## src/rtl/credit_bank_if.sv

```systemverilog
// Credit bank control/status bundle: the arbiter side drives grants, bids and
// overrides; the bank returns balances and status flags.
interface credit_bank_if #(
    parameter int unsigned N_CH  = 4,
    parameter int unsigned BAL_W = 10,
    parameter int unsigned BID_W = 4
);
    localparam int unsigned CH_W = (N_CH > 1) ? $clog2(N_CH) : 1;

    logic                    en;
    logic [N_CH-1:0]         grant;
    logic [N_CH*BID_W-1:0]   bid;
    logic                    refill_mode;
    logic                    ld_valid;
    logic [CH_W-1:0]         ld_ch;
    logic [BAL_W-1:0]        ld_val;
    logic [N_CH*BAL_W-1:0]   balance;
    logic [N_CH-1:0]         exhausted;
    logic                    refill_tick;

    modport master (
        output en, grant, bid, refill_mode, ld_valid, ld_ch, ld_val,
        input  balance, exhausted, refill_tick
    );

    modport slave (
        input  en, grant, bid, refill_mode, ld_valid, ld_ch, ld_val,
        output balance, exhausted, refill_tick
    );
endinterface

```

## src/rtl/credit_bank.sv

```systemverilog
// Per-requester credit tracker for the weighted round-robin arbiter: debits on
// grant, periodic replenish, software override, floor/exhausted flagging.
module credit_bank #(
    parameter int unsigned N_CH     = 4,
    parameter int unsigned BAL_W    = 10,
    parameter int unsigned BID_W    = 4,
    parameter int unsigned INIT_BAL = 750,
    parameter int unsigned REFILL   = 750,
    parameter int unsigned CAP      = 900,
    parameter int unsigned FLOOR    = 1,
    parameter int unsigned PERIOD   = 401
) (
    input  logic           clk,
    input  logic           rst,
    credit_bank_if.slave   bus
);
    localparam int unsigned CH_W  = (N_CH > 1) ? $clog2(N_CH) : 1;
    localparam int unsigned CNT_W = $clog2(PERIOD);
    localparam int unsigned EXT_W = BAL_W + 1;

    localparam logic [EXT_W-1:0] FLOOR_X  = EXT_W'(FLOOR);
    localparam logic [EXT_W-1:0] CAP_X    = EXT_W'(CAP);
    localparam logic [EXT_W-1:0] INIT_X   = EXT_W'(INIT_BAL);
    localparam logic [EXT_W-1:0] REFILL_X = EXT_W'(REFILL);
    localparam logic [BAL_W-1:0] INIT_B   = BAL_W'(INIT_BAL);
    localparam logic [BAL_W-1:0] FLOOR_B  = BAL_W'(FLOOR);
    localparam logic [CNT_W-1:0] CNT_LAST = CNT_W'(PERIOD - 1);

    logic [CNT_W-1:0] cnt_q;
    logic [CNT_W-1:0] cnt_d;
    logic             tick_c;
    logic [EXT_W-1:0] ld_ext_c;
    logic [EXT_W-1:0] ld_clamp_c;

    assign tick_c          = bus.en & (cnt_q == CNT_LAST);
    assign bus.refill_tick = tick_c;

    // Replenish period counter, frozen while disabled
    always_comb begin
        cnt_d = cnt_q;
        if (bus.en) begin
            cnt_d = (cnt_q == CNT_LAST) ? '0 : cnt_q + CNT_W'(1);
        end
    end

    always_ff @(posedge clk or negedge rst) begin
        if (!rst) begin
            cnt_q <= '0;
        end else begin
            cnt_q <= cnt_d;
        end
    end

    // Override value clamped into the legal balance range
    assign ld_ext_c = {1'b0, bus.ld_val};
    always_comb begin
        ld_clamp_c = ld_ext_c;
        if (ld_ext_c < FLOOR_X) begin
            ld_clamp_c = FLOOR_X;
        end else if (ld_ext_c > CAP_X) begin
            ld_clamp_c = CAP_X;
        end
    end

    for (genvar i = 0; i < N_CH; i++) begin : g_ch
        logic [BAL_W-1:0] bal_q;
        logic [BAL_W-1:0] bal_d;
        logic [EXT_W-1:0] bal_x;
        logic [EXT_W-1:0] bid_x;
        logic [EXT_W-1:0] deb_x;
        logic [EXT_W-1:0] sum_x;
        logic [EXT_W-1:0] ref_x;

        assign bal_x = {1'b0, bal_q};
        assign bid_x = EXT_W'(bus.bid[i*BID_W +: BID_W]);

        // Debit first, then refill on the same edge so no credit is lost
        always_comb begin
            deb_x = bal_x;
            if (bus.grant[i]) begin
                deb_x = (bal_x >= bid_x + FLOOR_X) ? bal_x - bid_x : FLOOR_X;
            end
            sum_x = deb_x + REFILL_X;
            ref_x = bus.refill_mode ? INIT_X : ((sum_x > CAP_X) ? CAP_X : sum_x);

            bal_d = bal_q;
            if (bus.ld_valid && (bus.ld_ch == CH_W'(i))) begin
                bal_d = BAL_W'(ld_clamp_c);
            end else if (bus.en) begin
                bal_d = tick_c ? BAL_W'(ref_x) : BAL_W'(deb_x);
            end
        end

        always_ff @(posedge clk or negedge rst) begin
            if (!rst) begin
                bal_q <= INIT_B;
            end else begin
                bal_q <= bal_d;
            end
        end

        assign bus.balance[i*BAL_W +: BAL_W] = bal_q;
        assign bus.exhausted[i]              = (bal_q == FLOOR_B);
    end
endmodule

```

## src/flat_wrapper.sv

```systemverilog
// flat-port wrapper written by rule: the top's interface ports become plain ports
module credit_bank_flat 
#(
    parameter int unsigned N_CH     = 4,
    parameter int unsigned BAL_W    = 10,
    parameter int unsigned BID_W    = 4,
    parameter int unsigned INIT_BAL = 750,
    parameter int unsigned REFILL   = 750,
    parameter int unsigned CAP      = 900,
    parameter int unsigned FLOOR    = 1,
    parameter int unsigned PERIOD   = 401
)
  (clk, rst, bus_en, bus_grant, bus_bid, bus_refill_mode, bus_ld_valid, bus_ld_ch, bus_ld_val, bus_balance, bus_exhausted, bus_refill_tick);
  credit_bank_if #(.N_CH(N_CH), .BAL_W(BAL_W), .BID_W(BID_W)) bus_i ();
  input  logic clk;
  input  logic rst;
  input wire logic [$bits(bus_i.en)-1:0] bus_en;
  input wire logic [$bits(bus_i.grant)-1:0] bus_grant;
  input wire logic [$bits(bus_i.bid)-1:0] bus_bid;
  input wire logic [$bits(bus_i.refill_mode)-1:0] bus_refill_mode;
  input wire logic [$bits(bus_i.ld_valid)-1:0] bus_ld_valid;
  input wire logic [$bits(bus_i.ld_ch)-1:0] bus_ld_ch;
  input wire logic [$bits(bus_i.ld_val)-1:0] bus_ld_val;
  output wire logic [$bits(bus_i.balance)-1:0] bus_balance;
  output wire logic [$bits(bus_i.exhausted)-1:0] bus_exhausted;
  output wire logic [$bits(bus_i.refill_tick)-1:0] bus_refill_tick;
  assign bus_i.en = bus_en;
  assign bus_i.grant = bus_grant;
  assign bus_i.bid = bus_bid;
  assign bus_i.refill_mode = bus_refill_mode;
  assign bus_i.ld_valid = bus_ld_valid;
  assign bus_i.ld_ch = bus_ld_ch;
  assign bus_i.ld_val = bus_ld_val;
  assign bus_balance = bus_i.balance;
  assign bus_exhausted = bus_i.exhausted;
  assign bus_refill_tick = bus_i.refill_tick;
  credit_bank #(.N_CH(N_CH), .BAL_W(BAL_W), .BID_W(BID_W), .INIT_BAL(INIT_BAL), .REFILL(REFILL), .CAP(CAP), .FLOOR(FLOOR), .PERIOD(PERIOD)) u_core (.clk(clk), .rst(rst), .bus(bus_i));
endmodule
```

## config.mk

```make
export PLATFORM = sky130hd
export DESIGN_NAME = credit_bank_flat
export DESIGN_NICKNAME = d
export VERILOG_FILES = /design/src/rtl/credit_bank_if.sv /design/src/rtl/credit_bank.sv /design/src/flat_wrapper.sv
export SDC_FILE = /design/constraint.sdc
export NUM_CORES = 1
export LEC_CHECK = 0
export CAP_MARGIN = 20
export CELL_PAD_IN_SITES_DETAIL_PLACEMENT = 0
export CELL_PAD_IN_SITES_GLOBAL_PLACEMENT = 1
export CORE_ASPECT_RATIO = 1.2
export CORE_MARGIN = 2
export CORE_UTILIZATION = 38
export DETAILED_ROUTE_END_ITERATION = 8
export PLACE_DENSITY_LB_ADDON = 0.12
export SLEW_MARGIN = 20
export SYNTH_ARGS = -nofsm -noshare
export SYNTH_HDL_FRONTEND = slang
export SYNTH_SLANG_ARGS = --single-unit
```

## constraint.sdc

```tcl
create_clock -name clk -period 3.5 [get_ports clk]
set_input_delay 0.525 -clock clk [delete_from_list [all_inputs] [get_ports clk]]
set_output_delay 0.525 -clock clk [all_outputs]
set_load 0.02 [all_outputs]
```

# Word-level counts from Yosys, hierarchy flattened
# Index checks and enable logic that the tools add are counted.
# word_totals
reg_bits	49
inputBits	37
out_inout_bits	45
wordCells	77
# op_classes
mux	31
n_eq_ne	8
order_cmp	10
bitwise_logic	1
n_reduce_logical	9
add_sub_neg	13
# op_table
cell	n
2-to-1 mux 10 bit	22
2-to-1 mux 11 bit	8
adder 11 x 10 -> 11 bit, second input constant	4
greater-or-equal comparator 10 x 11 -> 1 bit	4
> comparator 11 x 10 -> 1 bit, second input constant	4
subtractor 10 x 4 -> 11 bit	4
== test 10 x 1 -> 1 bit, second input constant	4
adder 4 x 1 -> 5 bit, second input constant	4
> comparator 10 bit, second input constant	1
less-than comparator 10 x 1 -> 1 bit, second input constant	1
adder 9 x 1 -> 9 bit, second input constant	1
== test 9 bit, second input constant	1
2-to-1 mux 9 bit	1
nonzero test 2 bit	4
== test 2 bit, second input constant	2
logical AND 1 bit	4
== test 2 x 1 -> 1 bit, second input constant	1
zero test 2 bit	1
AND 1 bit	1

# Longest topological paths before layout
# logic_depth
word_depth	11
mapped_depth	17

# Least setup slack after synthesis
# No wires, ideal clock.
# synth_path
kind	input to register
start	in bus_bid[8]
end	reg u_core.g_ch[2].bal_q[0]
path_slack_ns	-0.473
arrival_time_ns	3.853
cell_stages	15
path_buffers	0
path_cell_list	ha_1 > nand3_1 > ha_1 > a211oi_1 > nand2_1 > a31o_2 > a31oi_1 > ha_1 > nor2_1 > o311a_1 > a211o_1 > or4b_4 > a31oi_2 > o21ai_2 > a31o_1
# synth_via
elab_chain_cells	11
word_cells_on_any_way	12
cone_classes	add/sub (3); order compare (2); mux (7)
# synth_lines
item	line	rtl
from (decl)	flat_wrapper.sv:19	input wire logic [$bits(bus_i.bid)-1:0] bus_bid;
adder 4 x 1 -> 5 bit	credit_bank.sv:81	deb_x = (bal_x >= bid_x + FLOOR_X) ? bal_x - bid_x : FLOOR_X;
greater-or-equal comparator 10 x 11 -> 1 bit	credit_bank.sv:81	
2-to-1 mux 11 bit *	credit_bank.sv:81	
2-to-1 mux 11 bit *	credit_bank.sv:80	if (bus.grant[i]) begin
adder 11 x 10 -> 11 bit	credit_bank.sv:83	sum_x = deb_x + REFILL_X;
> comparator 11 x 10 -> 1 bit	credit_bank.sv:84	ref_x = bus.refill_mode ? INIT_X : ((sum_x > CAP_X) ? CAP_X : sum_x);
2-to-1 mux 10 bit (2 in a row)	credit_bank.sv:84	
2-to-1 mux 10 bit *	credit_bank.sv:90	bal_d = tick_c ? BAL_W'(ref_x) : BAL_W'(deb_x);
2-to-1 mux 10 bit *	credit_bank.sv:89	end else if (bus.en) begin
2-to-1 mux 10 bit *	credit_bank.sv:87	if (bus.ld_valid && (bus.ld_ch == CH_W'(i))) begin
to (signal assigned)	credit_bank.sv:98	bal_q <= bal_d;
to (decl)	credit_bank.sv:66	logic [BAL_W-1:0] bal_q;
# Every way passes the cells marked *; elsewhere a longest branch is shown, timed or not. The select of a mux whose other input is x is not followed.
# A chain may end at the register's enable or synchronous reset.

# Worst setup path after layout
# layout_path
start	in bus_bid[9]
end	reg u_core.g_ch[2].bal_q[0]
# The elaborated chain is that of the path after synthesis.

==> flow_summary_export.csv <==
group,metric,value,unit
timing,maxSlewHeadroom,38.48,%
critical_path,critical_path_class,"input port to flip-flop",
yosys,synth_seq_cells,49,
yosys,syn_inst,926,
critical_path,cp-endpoint,"u_core.g_ch[2].bal_q[0]",
cells_and_area,synthToLayoutAreaGrowth,57.35,%
routing,drt_iter0_markers,493,
placed_design,dpl.hpwl,19650,µm
routing,drc_errors,0,
cells_and_area,nets,1343,
global_route,grt_max_degree,44,
yosys,yosysSeqAreaShare,18.67,%
cts,clk_latency,0.29,ns
global_route,grt_use_total,26.89,%
critical_path,worst-r2r-cell-count,11,
critical_path,crit_fanout,4,
cts,cts_tree,"built",
yosys,synth.area.top_cells,"dfstp_2 11%, ha_1 8.5%, dfrtp_1 7.8%, a21oi_1 5.8%, o21ai_0 5.1%",
routing,dr_total_vias,8387,
critical_path,crit_path_start_kind,"input port",
cells_and_area,drive_gt1_share,36.67,%
floorplanning,initial_core_util,38.73,%
timing,setup_viol,6,
global_route,grt_pass1_vias,8181,
routing,post_drt_via_cell_ratio,5.678,
timing,max_freq,281.0,MHz
critical_path,required,3.69,ns
global_route,antenna_found_initial,0,
routing,totalWireLength,26260,µm
floorplanning,boundaryPins,82,
cts,clockBufferDepth,2,
floorplanning,core,17440,µm²
placed_design,dpl-instance-area,9684,µm²
yosys,synth_top_area_share,10.89,%
floorplanning,dieArea,18860,µm²
routing,wire_per_inst,17.78,µm
critical_path,r2r-end,"u_core.g_ch[2].bal_q[0]",
placed_design,gp_congestion,0.8697,
routing,ant_nets,0,
cells_and_area,stdcell_count,1477,
timing,finalClockSkew,0.004314,ns
cts,cts.sinks,49,
yosys,syn-cell-area,6754,µm²
cts,postCtsHoldBufs,0,
placed_design,pre_cts_ws,-0.8950,ns
cells_and_area,diodes,0,
critical_path,rr_startpoint,"u_core.g_ch[2].bal_q[2]",
pwr,powerDensity,710.0,nW/µm²
pwr,vdd_drop_max,0.3839,mV
yosys,ys_types,81,
hold_path,hold_class,"input port to async pin",
floorplanning,die_h,150.0,µm
timing,min_period,3.558,ns
yosys,ys_warn_count,0,
yosys,syn-mean-instance-area,7.294,µm²
floorplanning,fp-row-count,53,
yosys,syn_nets,1013,
critical_path,cp-end-kind,"flip-flop",
global_route,grt-ovfl-total,0,
timing,slew_viol_final,0,
placed_design,dpl.cell_count,1431,
cts,clk_pin_slew_worst_paths,0.07,ns
cells_and_area,finalInstanceArea,10630,µm²
yosys,yosys.area.top_type,"dfstp_2",
timing,timing.final.ws_setup,-0.05815,ns
cts,clock-root-buffer,"clkbuf_16",
routing,firstDrtPassIters,5,
outcome,violations,"negative setup slack",
timing,fin_crit_sh,101.7,%
floorplanning,die_w,125.7,µm
global_route,grt_pass1_wl,41410,µm
yosys,synthArstFlopShare,100.0,%
job,cap_violations,0,
cts,htreeDepth,2,
outcome,outcome,"complete, but fails checks",
yosys,synth_edf_count,0,
critical_path,r2r_setup_slack,-0.01,ns
timing,setup_tns,-0.2220,ns
timing,worst_pin_slew,0.9194,ns
placed_design,io_buffers,81,
yosys,synthFlopType,"dfstp_2",
timing,rsz0062_at_grt,"yes",
timing,hold_slack,0.3361,ns
pwr,p_leak,4.563,nW
critical_path,cp.arrival,3.75,ns
cts,cts_buffers,5,
timing,hold_violations,0,
critical_path,startpoint,"bus_bid[9]",
==> cells in the final DEF (no fill, tap or decap), types with 16 or more instances in the layout <==
cell	n
xor2_1	20
nand3_1	33
ha_1	31
nor3_1	33
dfstp_2	28
nor2_1	79
nor2b_1	19
a21oi_2	16
a31oi_1	22
xnor2_1	30
o21ai_0	59
buf_4	283
inv_1	42
dfrtp_1	20
a21oi_1	63
nand2_1	76
clkdlybuf4s50_1	64
==> what timing repair did <==
action | 4_1_cts | 5_1_grt
setup buffers | 24 | 16
pin swaps | 36 | 64
gates resized for setup | 87 | 87
setup endpoints to repair | 38 | 38
==> flip-flops by register name (all words and copies together), names as in the netlist <==
signal,flops
u_core.g_ch.bal_q,40
u_core.cnt_q,9
==> layout make-up <==
class	instances	area (µm²)
clock inverters	2	37.54
fillers	1613	6813
inverters	51	191.4
flip-flops and latches	49	1262
multi-input cells	782	5764
clock buffers	6	138.9
well taps	220	275.3
repair buffers	367	2958
==> stage by stage <==
stage                     power [mW]  utilization [%]
after floorplan                3.841                -
after global placement         6.191            55.53
after detailed placement       6.217            55.53
after CTS                      7.147            58.67
after global routing           8.100            60.94
final                          7.546            60.94
==> layer usage <==
metal / vias to the layer above / routed length, µm / GRT usage (%)
met1: 4016 / 11230 / 34.04
met3: 40 / 1198 / 2.646
met4: 0 / 669 / 7.722
li1: 4107 / - / -
met5: - / 0 / 0
met2: 224 / 13160 / 48.46
==> cell usage after synthesis (all sizes together), types with 19 or more instances <==
cell type and number:
xnor2 32, dfrtp 21, o21ai 75, xor2 22
inv 50, dfstp 28, nor2 83, ha 46
clkbuf 37, nand2 78, nor3 37, a31oi 28
a21oi 80, nor2b 19, nand3 39
==> worst min-delay path by stage <==
stage                          startpoint                 endpoint  slack (ns)  cells after the start
after CTS                             rst  u_core.g_ch[2].bal_q[8]        0.38                      1
after detailed placement  u_core.cnt_q[4]          u_core.cnt_q[4]        0.49                      1
after global placement    u_core.cnt_q[4]          u_core.cnt_q[4]        0.48                      1
after floorplan                       rst          u_core.cnt_q[0]        0.23                      0
after global routing                  rst  u_core.g_ch[2].bal_q[8]        0.42                      1
final                                 rst  u_core.g_ch[2].bal_q[8]        0.34                      1
==> logic make-up after synthesis <==
| family | Yosys count | share of synthesized area, % |
|---|---|---|
| simple gates | 347 | 25.95 |
| xor+xnor | 54 | 7.003 |
| compound gates | 324 | 31.98 |
| flops | 49 | 18.67 |
| mux | 7 | 1.074 |
| buf+inv | 95 | 5.613 |
| fa+ha+maj | 50 | 9.707 |
==> power breakdown <==
group / internal, mW / switching (mW)
clock network: 0.357 / 0.230
logic: 2.99 / 2.84
registers: 0.833 / 0.288
==> worst max-delay path, cell delays in order <==
cell and delay (ns):
buf_8 0.10, ha_4 0.17, xnor2_2 0.13, ha_1 0.31
a21oi_2 0.18, o21ai_4 0.09, a31o_4 0.25, a31oi_4 0.21
ha_4 0.16, nor2_2 0.03, o311a_1 0.29, a211o_1 0.25
or4b_4 0.57, a31oi_4 0.22, o21ai_4 0.10, a31o_1 0.19
Power figures use the tool's default switching activity.
